--- src/rtl/uart_baud_pkg.sv ---
// Shared rate codes and controller state encoding for the UART baud path.
package uart_baud_pkg;

    localparam logic [1:0] BAUD_2400  = 2'b00;
    localparam logic [1:0] BAUD_9600  = 2'b01;
    localparam logic [1:0] BAUD_19200 = 2'b10;
    localparam logic [1:0] BAUD_38400 = 2'b11;

    typedef enum logic [1:0] {
        ST_IDLE,
        ST_WAIT_IDLE,
        ST_QUIESCE,
        ST_SETTLE
    } cfg_state_e;

endpackage

--- src/rtl/uart_edge_det.sv ---
// Registered rising-edge detector for a signal already synchronous to clk_in.
module uart_edge_det (
    input  logic clk_in,
    input  logic rstn,
    input  logic sig,
    output logic rise
);

    logic sig_q;

    always_ff @(posedge clk_in or negedge rstn) begin
        if (!rstn) begin
            sig_q <= 1'b0;
        end else begin
            sig_q <= sig;
        end
    end

    assign rise = sig & ~sig_q;

endmodule

--- src/rtl/baud_cfg_ctrl.sv ---
// Run-time baud-rate change sequencer: waits for TX/RX idle, quiesces the
// generator, applies the new select and waits for it to toggle before acking.
//
// state      | meaning
// -----------+------------------------------------------------------------
// IDLE       | rate stable, accepting cfg_req
// WAIT_IDLE  | new frames held off, waiting for TX and RX to finish
// QUIESCE    | generator held in reset while the new select settles
// SETTLE     | generator released, counting baud_clk rising edges
module baud_cfg_ctrl
    import uart_baud_pkg::*;
#(
    parameter int QUIESCE_CYCLES = 4,
    parameter int IDLE_TIMEOUT   = 1024,
    parameter int SETTLE_EDGES   = 2
) (
    input  logic       clk_in,
    input  logic       rstn,
    input  logic       cfg_req,
    input  logic [1:0] cfg_sel,
    input  logic       tx_busy,
    input  logic       rx_busy,
    input  logic       baud_clk,
    output logic [1:0] sel_out,
    output logic       gen_rstn,
    output logic       line_hold,
    output logic       cfg_busy,
    output logic       cfg_ack,
    output logic       cfg_err,
    output logic [1:0] cur_sel
);

    localparam int TMR_W  = $clog2(IDLE_TIMEOUT);
    localparam int ECNT_W = $clog2(SETTLE_EDGES + 1);
    localparam int QCNT_W = $clog2(QUIESCE_CYCLES + 1);

    localparam logic [TMR_W-1:0]  TMR_LAST = TMR_W'(IDLE_TIMEOUT - 1);
    localparam logic [ECNT_W-1:0] E_TARGET = ECNT_W'(SETTLE_EDGES);
    localparam logic [QCNT_W-1:0] Q_LAST   = QCNT_W'(QUIESCE_CYCLES - 1);

    cfg_state_e        state, state_nxt;
    logic [TMR_W-1:0]  timer, timer_nxt, timer_inc;
    logic [ECNT_W-1:0] e_cnt, e_cnt_nxt, e_cnt_inc;
    logic [QCNT_W-1:0] q_cnt, q_cnt_nxt;
    logic [1:0]        new_sel, new_sel_nxt;
    logic [1:0]        sel_out_q, sel_out_nxt;
    logic [1:0]        cur_sel_q, cur_sel_nxt;
    logic              gen_rstn_q, gen_rstn_nxt;
    logic              line_hold_q, line_hold_nxt;
    logic              busy_q, busy_nxt;
    logic              ack_q, ack_nxt;
    logic              err_q, err_nxt;
    logic              boot_q, boot_nxt;
    logic              baud_rise;

    uart_edge_det u_edge_det (
        .clk_in (clk_in),
        .rstn   (rstn),
        .sig    (baud_clk),
        .rise   (baud_rise)
    );

    assign timer_inc = (timer == TMR_LAST) ? timer : timer + 1'b1;
    assign e_cnt_inc = (e_cnt == E_TARGET) ? e_cnt : e_cnt + 1'b1;

    always_ff @(posedge clk_in or negedge rstn) begin
        if (!rstn) begin
            state       <= ST_QUIESCE;
            timer       <= '0;
            e_cnt       <= '0;
            q_cnt       <= '0;
            new_sel     <= BAUD_2400;
            sel_out_q   <= BAUD_2400;
            cur_sel_q   <= BAUD_2400;
            gen_rstn_q  <= 1'b0;
            line_hold_q <= 1'b1;
            busy_q      <= 1'b1;
            ack_q       <= 1'b0;
            err_q       <= 1'b0;
            boot_q      <= 1'b1;
        end else begin
            state       <= state_nxt;
            timer       <= timer_nxt;
            e_cnt       <= e_cnt_nxt;
            q_cnt       <= q_cnt_nxt;
            new_sel     <= new_sel_nxt;
            sel_out_q   <= sel_out_nxt;
            cur_sel_q   <= cur_sel_nxt;
            gen_rstn_q  <= gen_rstn_nxt;
            line_hold_q <= line_hold_nxt;
            busy_q      <= busy_nxt;
            ack_q       <= ack_nxt;
            err_q       <= err_nxt;
            boot_q      <= boot_nxt;
        end
    end

    always_comb begin
        state_nxt     = state;
        timer_nxt     = timer;
        e_cnt_nxt     = e_cnt;
        q_cnt_nxt     = q_cnt;
        new_sel_nxt   = new_sel;
        sel_out_nxt   = sel_out_q;
        cur_sel_nxt   = cur_sel_q;
        gen_rstn_nxt  = gen_rstn_q;
        line_hold_nxt = line_hold_q;
        busy_nxt      = busy_q;
        ack_nxt       = 1'b0;
        err_nxt       = 1'b0;
        boot_nxt      = boot_q;

        case (state)
            ST_IDLE: begin
                if (cfg_req) begin
                    if (cfg_sel == cur_sel_q) begin
                        ack_nxt = 1'b1;
                    end else begin
                        new_sel_nxt   = cfg_sel;
                        timer_nxt     = '0;
                        state_nxt     = ST_WAIT_IDLE;
                        line_hold_nxt = 1'b1;
                        busy_nxt      = 1'b1;
                    end
                end
            end
            ST_WAIT_IDLE: begin
                // Idle wins over timeout when both land on the same cycle.
                if (!tx_busy && !rx_busy) begin
                    sel_out_nxt  = new_sel;
                    gen_rstn_nxt = 1'b0;
                    q_cnt_nxt    = '0;
                    state_nxt    = ST_QUIESCE;
                end else if (timer_inc == TMR_LAST) begin
                    err_nxt       = 1'b1;
                    state_nxt     = ST_IDLE;
                    line_hold_nxt = 1'b0;
                    busy_nxt      = 1'b0;
                end else begin
                    timer_nxt = timer_inc;
                end
            end
            ST_QUIESCE: begin
                if (q_cnt == Q_LAST) begin
                    gen_rstn_nxt = 1'b1;
                    e_cnt_nxt    = '0;
                    state_nxt    = ST_SETTLE;
                end else begin
                    q_cnt_nxt = q_cnt + 1'b1;
                end
            end
            ST_SETTLE: begin
                if (baud_rise) begin
                    if (e_cnt_inc == E_TARGET) begin
                        cur_sel_nxt   = sel_out_q;
                        ack_nxt       = ~boot_q;
                        boot_nxt      = 1'b0;
                        state_nxt     = ST_IDLE;
                        line_hold_nxt = 1'b0;
                        busy_nxt      = 1'b0;
                    end else begin
                        e_cnt_nxt = e_cnt_inc;
                    end
                end
            end
            default: begin
                state_nxt = ST_IDLE;
            end
        endcase
    end

    assign sel_out   = sel_out_q;
    assign cur_sel   = cur_sel_q;
    assign gen_rstn  = gen_rstn_q;
    assign line_hold = line_hold_q;
    assign cfg_busy  = busy_q;
    assign cfg_ack   = ack_q;
    assign cfg_err   = err_q;

endmodule

--- config.mk ---
export PLATFORM = sky130hd
export DESIGN_NAME = baud_cfg_ctrl
export DESIGN_NICKNAME = d
export VERILOG_FILES = /design/src/rtl/uart_baud_pkg.sv /design/src/rtl/uart_edge_det.sv /design/src/rtl/baud_cfg_ctrl.sv
export SDC_FILE = /design/constraint.sdc
export NUM_CORES = 1
export LEC_CHECK = 0
export CAP_MARGIN = 20
export CORE_ASPECT_RATIO = 2
export CORE_UTILIZATION = 61
export DETAILED_ROUTE_END_ITERATION = 7
export PLACE_DENSITY = 0.84
export SLEW_MARGIN = 10
export SYNTH_ARGS = -nofsm -noshare
export SYNTH_HDL_FRONTEND = slang
export SYNTH_SLANG_ARGS = --single-unit
--- constraint.sdc ---
create_clock -name clk_in -period 3.7 [get_ports clk_in]
set_clock_uncertainty 0.2 [all_clocks]
set_input_delay 0.74 -clock clk_in [delete_from_list [all_inputs] [get_ports clk_in]]
set_output_delay 0.74 -clock clk_in [all_outputs]
set_load 0.02 [all_outputs]
==> results by group <==
Placed design
  • GPL Wtd Cong: 0.871
  • Dpl hpwl: roughly 3.1 mm
  • IO buf count: 16
  • Dpl ws: approximately 860 ps
  • Placed Cells: 231

CTS
  • CTS tree: built
  • Post-CTS sizing: 0
  • TritonCTS buffer count: 5
  • Clock Tree Buf Depth: 2
  • Clk_lat worst skew: approximately 280 ps
  • # hold bufs at CTS: 0
  • CTS root buffer: clkbuf_8
  • Postcts setup bufs: 0
  • H-tree Lvls: 2
  • Sink Count: 29
  • Clock-pin slew on the worst setup and hold paths: around 60 ps

Synth
  • Synth Area per Inst: 9.72 µm²
  • Synth Warn #: 0
  • FFs w/ async S/R, synth: between 90% and 100%
  • Syn_nets: roughly 210
  • Ys flop type: dfrtp_1
  • Post-synth EDFFs: 0
  • Cell count after synthesis: ~190
  • Mapped Area: ~1900 µm²
  • Sequential area share after synthesis: around two fifths
  • Seq cells post-synth: 29
  • Yosys cell types: 50

Worst setup path
  • CP Buf/Inv Count: 0
  • Setup crit end: timer[1]
  • R2R depth: 7
  • Reg-to-reg startpoint: timer[0]
  • Critical path depth: 7
  • Critical path, cell by cell: ha_1 -> nand4_4 -> o31ai_1 -> o2111ai_2 -> nor4b_4 -> mux2_1 -> a22o_1
  • CP Max Fanout: 9
  • Worst setup SP type: flip-flop
  • CP endpoint kind: flip-flop
  • Reg-to-reg slack, setup: 900 ps
  • Reg2reg end: timer[1]
  • Critical Path AT: around 2800 ps
  • Req. time, crit path: between 3000 and 4000 ps
  • Slowest CP cell: ha_1
  • Largest stage delay, worst path: 470 ps
  • Crit path from: timer[0]
  • Crit Path Class: flip-flop to flip-flop
  • Crit path max-delay family: compound AO/OA/AOI/OAI gates

Power and ir drop
  • P_int: 0.890 mW
  • Power Density: ~720 nW/µm²
  • Comb pwr share: approximately half
  • Sw Pwr: 0.621 mW
  • Clock power frac: between 15 and 20%
  • LEAKAGE: ~0.92 nW
  • Tot Pwr: about 1.5 mW
  • Switch share: between 40% and 50%
  • Reg power frac: 32.6%
  • Maximum VDD drop: 0.000476 V

Routing
  • Post-DRT Antenna Nets: 0
  • Number of vias per cell: between 6 and 7
  • Vias: roughly 1500
  • Drt pass-1 iters: 6
  • DRC viols: 0
  • WL final: approximately 4.2 mm
  • Routed len/inst: approximately 18 µm
  • Initial drt markers: 34

Layout
  • Fin nets: 224
  • N_diodes: 0
  • Most frequent cells in the layout: dfrtp_1, nand2_1, clkdlybuf4s50_1
  • Most common cell after layout, fill and taps aside: dfrtp_1
  • Finished Layout Cells: 239
  • Synth-to-Final Area Change: 13.0%
  • Fraction of layout cells with a size suffix above 1: approximately an eighth

Run status
  • Outcome: complete, no violations

Die
  • Die Wd: between 40 and 50 µm
  • Die area: about 3300 µm²
  • Initial Utilization: a little under two thirds
  • Rows: 28
  • I/O pin total: 17
  • Die height: between 80 and 90 µm
  • Core area: between 2000 and 3000 µm²

Global routing
  • Global-route wire length before repair: just under 7 mm
  • Total gr overflow: 0
  • Global Route Usage Sum: between 20% and 30%
  • Largest net degree at the start of global routing: 30
  • Antenna violations before repair: 0
  • Vias in the first global route: roughly 1600

STA
  • Endpoints failing hold: 0
  • Fin. max-slew vios: 0
  • Final WS setup: 900 ps
  • Slew HR: roughly 69%
  • Final setup viols: 0
  • RSZ-0062 raised after global routing: no
  • Slew @ Worst Pin: around 460 ps
  • Post-Route Setup TNS: 0 ps
  • Max Freq: 357 MHz
  • Fin crit share: roughly three quarters
  • Final period demand of the worst path: around 2800 ps

Job
  • Max cap viols: 0

Hold path
  • Worst Hold Class: flip-flop to flip-flop
[state kept, by name, indices dropped and copies added, names as in the netlist, named ones only]
register,count
state,1
q_cnt,3
new_sel,2
cfg_err,1
sel_out,2
e_cnt,2
cfg_ack,1
boot_q,1
timer,10
cfg_busy,1
cur_sel,2
gen_rstn,1
u_edge_det.sig_q,1
[power groups by stage]
stage | Sequential [mW] | Clock, mW | Combinational, mW
after floorplan | 0.517 | 0 | 0.494
after global placement | 0.488 | 0 | 0.711
after detailed placement | 0.496 | 0 | 0.744
after CTS | 0.492 | 0.265 | 0.748
after global routing | 0.502 | 0.280 | 0.827
final | 0.492 | 0.264 | 0.754
[synth_stat cells, types with 2 or more instances]
cell / count / area (µm²)
dfrtp_1: 26 / 651
nand2_1: 16 / 60.1
nor2_1: 12 / 45.0
o21ai_0: 12 / 60.1
a21oi_1: 11 / 55.1
inv_1: 11 / 41.3
ha_1: 8 / 100
and2_1: 6 / 37.5
mux2_2: 6 / 67.6
nor2b_1: 6 / 37.5
clkbuf_1: 5 / 18.8
mux2i_1: 5 / 50.1
nand3_1: 4 / 20.0
nor3_1: 4 / 20.0
xnor2_1: 4 / 35.0
a211oi_1: 3 / 22.5
a22o_1: 3 / 26.3
buf_4: 3 / 22.5
buf_6: 3 / 33.8
dfstp_2: 3 / 78.8
a21o_1: 2 / 15.0
a22oi_1: 2 / 15.0
a2bb2oi_1: 2 / 17.5
a31oi_1: 2 / 12.5
a41oi_1: 2 / 17.5
and3_1: 2 / 12.5
nand4_1: 2 / 12.5
nand4b_1: 2 / 17.5
nor3b_1: 2 / 15.0
nor4_1: 2 / 12.5
o21ai_1: 2 / 10.0
[cell type report]
class / instances / area (µm²)
clock buffers: 8 / 90.1
fillers: 219 / 835
inverters: 11 / 41.3
multi-input cells: 141 / 1020
flip-flops and latches: 29 / 729
well taps: 30 / 37.5
repair buffers: 20 / 190
[kinds of logic (layout without fill, tap and decap cells)]
logic type,Yosys count,count (layout),synth area share [%]
AOI/OAI and AO/OA,51,51,19.2
xor gates and xnor gates,4,4,1.88
adders and majority gates,8,8,5.37
buffers and inverters,22,39,6.24
DFF,29,29,39.1
muxes,12,12,6.91
and+or+nand+nor,66,66,21.3
[worst min path at each step]
stage | start | cells past startpoint | slack [ps] | endpoint
after floorplan | rstn | 0 | 240 | cfg_ack
after global placement | e_cnt[0] | 2 | 260 | e_cnt[0]
after detailed placement | e_cnt[1] | 1 | 280 | e_cnt[1]
after CTS | boot_q | 1 | 300 | boot_q
after global routing | boot_q | 1 | 320 | boot_q
final | e_cnt[1] | 1 | 290 | e_cnt[1]
[metal layers]
layer	vias to the layer above	GRT usage, %	part of all wire, %
li1	727	-	-
met1	740	29.4	37
met2	36	52.0	57
met3	13	5.52	2.4
met4	0	17.4	3.4
met5	-	0	0
[through the flow]
stage	util [%]	hold WS (ps)	instance area, µm²
2_1_floorplan	-	244	1870
3_3_place_gp	68.6	264	2020
3_5_place_dp	68.6	284	2020
4_1_cts	71.6	298	2110
5_1_grt	71.6	317	2110
6_report	71.6	294	2110
(Power assumes the default switching activity.)
